File: config.mk
export PLATFORM = sky130hd
export DESIGN_NAME = onewire_read_byte
export DESIGN_NICKNAME = d
export VERILOG_FILES = /design/src/rtl/onewire_read_byte.sv
export SDC_FILE = /design/constraint.sdc
export NUM_CORES = 1
export LEC_CHECK = 0
export ABC_AREA = 0
export CAP_MARGIN = 20
export CORE_MARGIN = 2
export CORE_UTILIZATION = 35
export CTS_BUF_LIST = sky130_fd_sc_hd__clkbuf_8
export CTS_CLUSTER_DIAMETER = 30
export DETAILED_ROUTE_END_ITERATION = 10
export SYNTH_ARGS = -nofsm -noshare
export SYNTH_HDL_FRONTEND = slang
export SYNTH_SLANG_ARGS = --single-unit
File: constraint.sdc
create_clock -name clk -period 1.5 [get_ports clk]
set_input_delay 0.375 -clock clk [delete_from_list [all_inputs] [get_ports clk]]
set_output_delay 0.375 -clock clk [all_outputs]
set_load 0.05 [all_outputs]
File: src/rtl/onewire_read_byte.sv
// onewire_read_byte
// Reads one byte from a 1-Wire bus as eight master-initiated read slots,
// LSB first. Each slot drives the bus low for T_LOW_US, releases it, samples
// the synchronized bus level T_SAMPLE_US later, then waits out the remainder
// of the T_SLOT_US slot.
//
// Optional feature: define ONEWIRE_READ_CRC8_EN to accumulate a Dallas CRC-8
// (polynomial x^8+x^5+x^4+1, reflected constant 8'h8C) over every sampled bit.
// Without it crc_out is tied to zero and crc_clr is unused.
//
// Ports:
//   clk        system clock (CLK_FREQ Hz)
//   rst        asynchronous, active-high reset
//   start      request a byte read; only honoured while idle
//   dq_in      raw 1-Wire bus level (asynchronous)
//   crc_clr    clears the CRC accumulator (wins over a same-cycle bit update)
//   dq_out_en  1 = pull the bus low, 0 = release
//   busy       byte read in progress
//   done       one-cycle pulse when the byte is complete
//   data_out   received byte; holds until the next byte shifts in
//   crc_out    running CRC-8 (8'h00 when the CRC feature is not built)
module onewire_read_byte #(
    parameter int CLK_FREQ    = 100_000_000,
    parameter int T_LOW_US    = 6,
    parameter int T_SAMPLE_US = 9,
    parameter int T_SLOT_US   = 70
) (
    input  logic       clk,
    input  logic       rst,
    input  logic       start,
    input  logic       dq_in,
    input  logic       crc_clr,
    output logic       dq_out_en,
    output logic       busy,
    output logic       done,
    output logic [7:0] data_out,
    output logic [7:0] crc_out
);

    localparam int CYC        = CLK_FREQ / 1_000_000;
    localparam int LOW_CYC    = T_LOW_US * CYC;
    localparam int SAMPLE_CYC = T_SAMPLE_US * CYC;
    localparam int REC_CYC    = (T_SLOT_US - T_LOW_US - T_SAMPLE_US) * CYC;
    localparam int MAX_A      = (LOW_CYC > SAMPLE_CYC) ? LOW_CYC : SAMPLE_CYC;
    localparam int MAX_CYC    = (MAX_A > REC_CYC) ? MAX_A : REC_CYC;
    localparam int CNT_W      = (MAX_CYC > 1) ? $clog2(MAX_CYC) : 1;

    localparam logic [CNT_W-1:0] LOW_LAST    = CNT_W'(LOW_CYC - 1);
    localparam logic [CNT_W-1:0] SAMPLE_LAST = CNT_W'(SAMPLE_CYC - 1);
    localparam logic [CNT_W-1:0] REC_LAST    = CNT_W'(REC_CYC - 1);

    typedef enum logic [1:0] {
        IDLE,
        LOW,
        WAIT_SAMPLE,
        RECOVER
    } state_t;

    state_t           state, next_state;
    logic [CNT_W-1:0] cnt, next_cnt;
    logic [2:0]       bit_cnt, next_bit_cnt;
    logic             next_done;
    logic             sample_bit;
    logic             dq_sync1, dq_sync2;

    // Two-flop synchronizer; resets to the idle (pulled-up) bus level.
    always_ff @(posedge clk or posedge rst) begin
        if (rst) begin
            dq_sync1 <= 1'b1;
            dq_sync2 <= 1'b1;
        end else begin
            dq_sync1 <= dq_in;
            dq_sync2 <= dq_sync1;
        end
    end

    // State, counters and the done pulse.
    always_ff @(posedge clk or posedge rst) begin
        if (rst) begin
            state   <= IDLE;
            cnt     <= '0;
            bit_cnt <= '0;
            done    <= 1'b0;
        end else begin
            state   <= next_state;
            cnt     <= next_cnt;
            bit_cnt <= next_bit_cnt;
            done    <= next_done;
        end
    end

    // One shared cycle counter times every phase; it restarts at each phase
    // boundary so each phase compares against its own last-cycle value.
    always_comb begin
        next_state   = state;
        next_cnt     = cnt + 1'b1;
        next_bit_cnt = bit_cnt;
        next_done    = 1'b0;
        sample_bit   = 1'b0;
        case (state)
            IDLE: begin
                next_cnt = '0;
                if (start) begin
                    next_state   = LOW;
                    next_bit_cnt = '0;
                end
            end
            LOW: begin
                if (cnt == LOW_LAST) begin
                    next_state = WAIT_SAMPLE;
                    next_cnt   = '0;
                end
            end
            WAIT_SAMPLE: begin
                if (cnt == SAMPLE_LAST) begin
                    sample_bit = 1'b1;
                    next_state = RECOVER;
                    next_cnt   = '0;
                end
            end
            RECOVER: begin
                if (cnt == REC_LAST) begin
                    next_cnt = '0;
                    if (bit_cnt == 3'd7) begin
                        next_state = IDLE;
                        next_done  = 1'b1;
                    end else begin
                        next_bit_cnt = bit_cnt + 3'd1;
                        next_state   = LOW;
                    end
                end
            end
            default: next_state = IDLE;
        endcase
    end

    // Decoded from state so an asynchronous reset releases the bus at once.
    assign dq_out_en = (state == LOW);
    assign busy      = (state != IDLE);

    // Bits arrive LSB first: shift right, new bit enters at the top.
    always_ff @(posedge clk or posedge rst) begin
        if (rst) begin
            data_out <= 8'h00;
        end else if (sample_bit) begin
            data_out <= {dq_sync2, data_out[7:1]};
        end
    end

`ifdef ONEWIRE_READ_CRC8_EN
    logic [7:0] crc;

    function automatic logic [7:0] crc8_step(input logic [7:0] c, input logic b);
        logic       fb;
        logic [7:0] n;
        fb = c[0] ^ b;
        n  = c >> 1;
        if (fb) begin
            n = n ^ 8'h8C;
        end
        return n;
    endfunction

    always_ff @(posedge clk or posedge rst) begin
        if (rst) begin
            crc <= 8'h00;
        end else if (crc_clr) begin
            crc <= 8'h00;
        end else if (sample_bit) begin
            crc <= crc8_step(crc, dq_sync2);
        end
    end

    assign crc_out = crc;
`else
    logic unused_crc_clr;
    assign unused_crc_clr = crc_clr;
    assign crc_out        = 8'h00;
`endif

endmodule

==> impl_metrics.env, run 1 <==
export IMPL_grt_max_degree=30
export IMPL_dr_pass1_iters=4
export IMPL_end_kind="flop"
export IMPL_layout_setup_ws_ps=-200
export IMPL_initial_core_util_pct=37.0
export IMPL_n_antenna_cell=0
export IMPL_arrival_ps=1860
export IMPL_holdBufCountCts=0
export IMPL_cap_violations=0
export IMPL_cts_buffers=5
export IMPL_dp_hpwl_um=2150
export IMPL_htree_levels=2
export IMPL_syn_area_per_cell_um2=11.0
export IMPL_clk_latency_ps=280
export IMPL_final_common_cell="buf_4"
export IMPL_antenna_found_initial=0
export IMPL_fin_crit_sh_pct=113
export IMPL_die_h_um=69.5
export IMPL_synth_edf_count=0
export IMPL_first_global_vias=1172
export IMPL_min_path_cells=0
export IMPL_ys_seq_elements=29
export IMPL_syn_cell_area_um2=1500
export IMPL_yosys_warnings=0
export IMPL_synth_cell_types=34
export IMPL_synthArstFlopShare_pct=100
export IMPL_antenna_left=0
export IMPL_fmax_mhz=588
export IMPL_ys_flop_type="dfrtp_1"
export IMPL_violations="negative setup slack"
export IMPL_vias_per_cell=4.67
export IMPL_regToRegEndpoint="state[1]"
export IMPL_cts_tree="built"
export IMPL_fin_crit_ps=1700
export IMPL_core_um2=4060
export IMPL_dp_cells=223
export IMPL_cts_root_buffer_cell="clkbuf_8"
export IMPL_fillers=330
export IMPL_vias=1164
export IMPL_min_to="dq_sync2"
export IMPL_setup_viol=28
export IMPL_stdcell_count=249
export IMPL_worstHoldStart="dq_sync1"
export IMPL_r2r_start="cnt[0]"
export IMPL_crit_required_ps=1660
export IMPL_finalHoldViolCount=0
export IMPL_crit_fanout=6
export IMPL_hold_path_class="flop to flop"
export IMPL_r2r_slack_ps=-200
export IMPL_drive_above_1_share_pct=54.3
export IMPL_path_class="flop to flop"
export IMPL_p_per_area_nw_per_um2=660
export IMPL_pre_cts_ws_ps=-271
export IMPL_vdd_drop_max_v=0.000384
export IMPL_grt_pass1_wl_um=5440
export IMPL_final_nets=210
export IMPL_place_area_um2=2000
export IMPL_worst_r2r_cell_count=6
export IMPL_clk_pin_slew_ps=60
export IMPL_drv_slew=0
export IMPL_crit_path_start_kind="flop"
export IMPL_portBuffers=14
export IMPL_ys_seq_area_share_pct=48.5
export IMPL_cts_sinks=29
export IMPL_io_pins=24
export IMPL_drc=0
export IMPL_area_delta_synth_final_pct=57.5
export IMPL_layout_common_cells="buf_4 (41), dfrtp_1 (26), buf_12 (12), nor2_2 (11)"
export IMPL_overflow=0
export IMPL_clock_skew_ps=6.20
export IMPL_rsz0062_at_grt="yes"
export IMPL_track_usage_pct=14.5
export IMPL_routabilityCongestion=0.832
export IMPL_wl_um=3250
export IMPL_routedWlPerCell_um=13.1
export IMPL_syn_inst=136
export IMPL_die_area_um2=4830
export IMPL_die_x_um=69.5
export IMPL_p_leak_uw=0.00106
export IMPL_fin_util_pct=58.3
export IMPL_drtIter0Drc=21
export IMPL_finish_instance_area_um2=2370
export IMPL_rows=23
export IMPL_cts_max_path_buffers=2
export IMPL_status="finished, violations left"
[synthesized netlist by cell type (all sizes together), types with 2 or more instances]
library cell  instances  area share [%]
buf                   9             4.5
dfrtp                27              45
dfstp                 2             3.5
ha                    7             5.8
inv                   9             2.2
mux2                 10             7.7
mux2i                 2             1.3
nand2                 8             2.0
nand2b                3             1.2
nand3                 6             2.3
nand4                 5             2.5
nor2                 19             4.7
nor3b                 2             1.0
nor4                  2             1.2
nor4bb                2             1.3
xnor2                 5             2.9
xor2                  5             2.9
[flip-flops by register name, summed over array words and instances (netlist names)]
register,cells
bit_cnt,3
cnt,13
data_out,8
done,1
dq_sync1,1
dq_sync2,1
state,2
[layer usage]
metal,global-route usage (%),routed length [um],vias to the layer above
li1,-,-,575
met2,25.2,1670,29
met5,0,0,-
met3,4.94,138,6
met1,16.3,1400,554
met4,5.88,42,0
[per-stage QoR]
stage	setup TNS, ps	hold slack [ps]	power (uW)
6_report	-3010	350	1560
4_1_cts	-2860	355	1600
2_1_floorplan	-1170	345	873
3_5_place_dp	-4570	348	876
5_1_grt	-5880	353	1650
3_3_place_gp	-3530	346	875
[report_power, final]
part	switching [uW]	total [uW]	internal, uW	leakage, uW
clock	288	702	414	0.0000542
sequential	0.572	788	787	0.000367
combinational	60.4	73.0	12.6	0.000638
total	349	1560	1210	0.00106
[how the worst max path moves through the flow]
stage	endpoint	slack [ps]	from	cells after the start
CTS	state[1]	-210	cnt[3]	5
floorplan	state[1]	-120	cnt[0]	6
finish	state[1]	-200	cnt[0]	6
global placement	state[1]	-220	cnt[1]	6
detailed placement	state[1]	-270	cnt[1]	6
global route	state[1]	-310	cnt[0]	6
[worst max-delay path, stage by stage (launching register included)]
cell and delay [ps]:
dfrtp_1 390, ha_4 190, nor4bb_4 210, nand3_2 130
a22oi_2 200, nand3_2 130, mux2_4 320
[logic make-up after synthesis]
kind of cell	Yosys count	synth area share, %
AOI/OAI and AO/OA	7	4.00
muxes	12	9.08
adders and majority gates	7	5.83
DFF	29	48.5
buffers and inverters	19	7.08
other	1	0.250
and+or+nand+nor	51	19.5
xor gates and xnor gates	10	5.83
[repair_timing]
action / CTS / global route
cloned: 0 / 1
endpoints found under the setup margin: 28 / 29
gates resized for setup: 14 / 16
pin swaps: 9 / 9
buffers inserted: 13 / 4
[area by class of cell]
type	instances	area, um2	share of cell area, %
clock inverter	1	5.00	0.212
multi-input combinational	96	850	35.9
inverter	9	33.8	1.43
tap	50	62.6	2.64
clock buffer	7	96.3	4.07
timing repair buffer	57	589	24.9
sequential	29	729	30.8
Note: power is estimated with default switching activity, not from simulation.
==> inputs of run 2 (changes only) <==
--- a/config.mk
+++ b/config.mk
@@ -6,7 +6,7 @@
 export NUM_CORES = 1
 export LEC_CHECK = 0
 export ABC_AREA = 0
-export CAP_MARGIN = 20
+export CAP_MARGIN = 0
 export CORE_MARGIN = 2
 export CORE_UTILIZATION = 35
 export CTS_BUF_LIST = sky130_fd_sc_hd__clkbuf_8
==> constraint.sdc (replaced) <==
create_clock -name clk -period 1.75 [get_ports clk]
set_input_delay 0.4375 -clock clk [delete_from_list [all_inputs] [get_ports clk]]
set_output_delay 0.4375 -clock clk [all_outputs]
set_load 0.05 [all_outputs]
==> impl_metrics.env, run 2 (synthesis gave the netlist of run 1 again) <==
export IMPL_reg_top3="cnt x13, data_out x8, bit_cnt x3"
export IMPL_cts_root_buffer_cell="clkbuf_8"
export IMPL_wl_um=2690
export IMPL_setup_viol=0
export IMPL_finalHoldViolCount=0
export IMPL_dp_hpwl_um=1870
export IMPL_vias=1031
export IMPL_routabilityCongestion=0.790
export IMPL_fin_crit_sh_pct=98.9
export IMPL_cts_buffers=5
export IMPL_worst_r2r_cell_count=5
export IMPL_core_um2=4060
export IMPL_status="completed"
export IMPL_fin_crit_ps=1730
export IMPL_layout_setup_ws_ps=18.9
export IMPL_cts_tree="built"
export IMPL_rsz0062_at_grt="yes"
export IMPL_r2r_slack_ps=20
export IMPL_first_global_vias=1055
export IMPL_top_register="cnt"
export IMPL_endpoint="state[1]"
export IMPL_initial_core_util_pct=37.0
export IMPL_area_delta_synth_final_pct=31.8
export IMPL_crit_path_start_kind="flop"
export IMPL_die_x_um=69.5
export IMPL_arrival_ps=1900
export IMPL_final_nets=180
export IMPL_dr_pass1_iters=2
export IMPL_crit_fanout=3
export IMPL_clock_skew_ps=4.93
export IMPL_end_kind="flop"
export IMPL_vias_per_cell=4.71
export IMPL_vdd_drop_max_v=0.000651
export IMPL_cap_violations=0
export IMPL_critPathLaunch="cnt[9]"
export IMPL_hold_path_class="flop to flop"
export IMPL_track_usage_pct=12.4
export IMPL_htree_levels=2
export IMPL_antenna_found_initial=0
export IMPL_portBuffers=14
export IMPL_grt_max_degree=30
export IMPL_clk_latency_ps=280
export IMPL_regToRegEndpoint="state[1]"
export IMPL_dp_cells=208
export IMPL_overflow=0
export IMPL_largest_register_ff_count=13
export IMPL_drive_above_1_share_pct=37.3
export IMPL_die_h_um=69.5
export IMPL_p_per_area_nw_per_um2=788
export IMPL_stdcell_count=219
export IMPL_routedWlPerCell_um=12.3
export IMPL_tns_ps=0
export IMPL_die_area_um2=4830
export IMPL_r2r_start="cnt[9]"
export IMPL_antenna_left=0
export IMPL_pre_cts_ws_ps=-13.4
export IMPL_layout_common_cells="dfrtp_1 (26), buf_4 (23), nor2_1 (19), mux2_2 (9)"
export IMPL_path_class="flop to flop"
export IMPL_holdBufCountCts=0
export IMPL_fmax_mhz=578
export IMPL_drv_slew=0
export IMPL_worstHoldStart="dq_sync1"
export IMPL_drc=0
export IMPL_cts_sinks=29
export IMPL_n_antenna_cell=0
export IMPL_grt_pass1_wl_um=4720
export IMPL_final_common_cell="dfrtp_1"
export IMPL_crit_required_ps=1920
export IMPL_clk_pin_slew_ps=70
export IMPL_cts_max_path_buffers=2
export IMPL_p_leak_uw=0.000904
export IMPL_drtIter0Drc=44
export IMPL_rows=23
export IMPL_power_total_uw=1560
export IMPL_io_pins=24
-- run 2: cell count changes in the layout (fill, tap and decap cells not counted), moves of 2 or more --
cell       before  now
buf_12         12    2
buf_4          41   23
clkbuf_8        7    5
bufinv_16       0    2
nor2_1          8   19
nor2_2         11    0
-- run 2: timing repair --
action / 4_1_cts / 5_1_grt
resized for setup: 3 / 13
endpoints found under the setup margin: 4 / 27
setup buffers: 0 / 3
pin swaps: 1 / 5
-- run 2: worst min path at each step --
stage | endpoint | cells past startpoint
after floorplan | dq_sync2 | 0
after global placement | dq_sync2 | 0
after detailed placement | dq_sync2 | 0
after CTS | dq_sync2 | 0
after global routing | dq_sync2 | 0
final | dq_sync2 | 0
-- run 2: cell type report --
type                       count  area [um2]
fill                         372        2080
sequential                    29         729
tap                           50        62.6
clock inverter                 3        65.1
clock buffer                   5        68.8
multi-input combinational     95         778
inverter                       9        33.8
timing repair buffer          28         243
-- run 2: stage by stage --
stage	instance area, um2	utilization, %	hold slack (ps)
detailed placement	1740	42.9	353
global route	1980	48.8	366
finish	1980	48.8	360
CTS	1890	46.6	363
floorplan	1530	-	345
global placement	1740	42.9	347
-- run 2: metal layers --
metal | share of wire (%) | track usage [%]
met3 | 6.1 | 5.96
met4 | 1.6 | 4.58
met1 | 45 | 14.4
met2 | 47 | 19.8
met5 | 0 | 0
-- run 2: where the power goes --
part	internal (uW)	switching (uW)	leakage [uW]
registers	675	0.588	0.000368
clock network	565	262	0.0000681
logic	7.73	50.7	0.000468
-- run 2: worst max-delay path, cell delays in order (launching register included) --
cell and delay [ps]:
dfrtp_1 420, nor4bb_2 370, nand3_2 160, a22oi_2 240, nand3_2 120, mux2_4 310
==> inputs of run 3 (changes only) <==
--- a/config.mk
+++ b/config.mk
@@ -8,10 +8,11 @@
 export ABC_AREA = 0
 export CAP_MARGIN = 0
 export CORE_MARGIN = 2
-export CORE_UTILIZATION = 35
+export CORE_UTILIZATION = 55
 export CTS_BUF_LIST = sky130_fd_sc_hd__clkbuf_8
 export CTS_CLUSTER_DIAMETER = 30
 export DETAILED_ROUTE_END_ITERATION = 10
+export PLACE_DENSITY = 0.82
 export SYNTH_ARGS = -nofsm -noshare
 export SYNTH_HDL_FRONTEND = slang
 export SYNTH_SLANG_ARGS = --single-unit
==> impl_metrics.env, run 3 (synthesis gave the netlist of run 1 again) <==
export IMPL_status="completed"
export IMPL_area_delta_synth_final_pct=27.1
export IMPL_drc=0
export IMPL_p_leak_uw=0.000897
export IMPL_grt_pass1_wl_um=4530
export IMPL_core_um2=2520
export IMPL_seqCellArea_um2=729
export IMPL_htree_levels=2
export IMPL_tns_ps=0
export IMPL_routedWlPerCell_um=14.2
export IMPL_fin_util_pct=75.7
export IMPL_vias=1085
export IMPL_first_global_vias=1087
export IMPL_top_register="cnt"
export IMPL_cts_root_buffer_cell="clkbuf_8"
export IMPL_multiInputGateArea_um2=732
export IMPL_drtIter0Drc=33
export IMPL_die_h_um=56.3
export IMPL_grt_max_degree=30
export IMPL_arrival_ps=1300
export IMPL_cts_sinks=29
export IMPL_wl_um=2850
export IMPL_fmax_mhz=576
export IMPL_final_nets=182
export IMPL_cap_violations=0
export IMPL_antenna_found_initial=0
export IMPL_cts_max_path_buffers=2
export IMPL_die_x_um=56.3
export IMPL_die_area_um2=3170
export IMPL_io_pins=24
export IMPL_fillers=167
export IMPL_finalHoldViolCount=0
export IMPL_drive_above_1_share_pct=36.3
export IMPL_setup_viol=0
export IMPL_portBuffers=14
export IMPL_path_class="flop to output port"
export IMPL_dp_hpwl_um=1830
export IMPL_stdcell_count=201
export IMPL_reg_top3="cnt x13, data_out x8, bit_cnt x3"
export IMPL_track_usage_pct=19.2
export IMPL_cts_tree="built"
export IMPL_vdd_drop_max_v=0.000693
export IMPL_fin_crit_ps=1740
export IMPL_clk_pin_slew_ps=60
export IMPL_n_antenna_cell=0
export IMPL_vias_per_cell=5.40
export IMPL_final_common_cell="dfrtp_1"
export IMPL_crit_required_ps=1310
export IMPL_layout_common_cells="dfrtp_1 (26), buf_4 (25), nor2_1 (18), mux2_2 (9)"
export IMPL_dr_pass1_iters=4
export IMPL_rows=18
export IMPL_overflow=0
export IMPL_largest_register_ff_count=13
export IMPL_p_per_area_nw_per_um2=760
export IMPL_clk_latency_ps=280
export IMPL_initial_core_util_pct=59.6
export IMPL_routabilityCongestion=0.786
export IMPL_dp_cells=187
export IMPL_cts_buffers=5
export IMPL_fin_crit_sh_pct=99.3
export IMPL_crit_fanout=5
export IMPL_end_kind="output port"
export IMPL_rsz0062_at_grt="yes"
export IMPL_crit_path_start_kind="flop"
export IMPL_hold_path_class="flop to flop"
export IMPL_clock_skew_ps=6.54
export IMPL_antenna_left=0
export IMPL_drv_slew=0
export IMPL_holdBufCountCts=0
run 3: changes by cell type in the layout (fill, tap and decap cells not counted), sizes merged:
cell and delta:
buf +2, clkinv -1, clkinvlp +1, bufinv -1
clkbuf +1
run 3: power breakdown:
part	total, uW	internal, uW	switching [uW]
clock network	718	462	256
registers	675	675	0.487
logic	58.3	7.74	50.5
run 3: routing by layer:
layer  track usage (%)  vias up  share of wire, %
li1                  -      514                 -
met1              20.0      539                41
met2              31.8       24                52
met3              8.53        8               4.6
met4              11.2        0               2.6
met5                 0        -                 0
run 3: layout make-up:
type / instances / area share, %
clock buffer: 6 / 4.32
clock inverter: 2 / 1.96
inverter: 9 / 1.77
multi-input combinational: 95 / 38.3
sequential: 29 / 38.2
tap: 30 / 1.96
timing repair buffer: 30 / 13.5
run 3: final timing paths:
kind,end,slack (ps),depth (start not counted),startpoint
setup / recovery,busy,10,4,state[1]
hold / removal,dq_sync2,360,0,dq_sync1
setup reg to reg,state[1],20,5,cnt[9]
hold reg to reg,dq_sync2,360,0,dq_sync1
max in group asynchronous,dq_sync1,920,3,rst
min in group asynchronous,done,520,3,rst
run 3: stage by stage:
stage / hold WS [ps] / power (uW) / area [um2] / setup slack, ps
after detailed placement: 347 / 746 / 1710 / 2.00
after global placement: 346 / 745 / 1710 / 20.0
after CTS: 357 / 1470 / 1850 / 11.6
after global routing: 366 / 1510 / 1910 / -68.3
final: 356 / 1450 / 1910 / 12.5
after floorplan: 345 / 749 / 1530 / 40.8
run 3: timing repair:
item	in CTS	in global routing
buffers inserted	2	4
endpoints found under the setup margin	2	27
gates resized for setup	3	6
gates cloned	0	0
pin swaps	5	2
run 3: worst max-delay path: stages, from the launching register on:
cell and delay, ps:
dfrtp_1 420, inv_1 130, ha_2 240, inv_1 80
buf_12 150
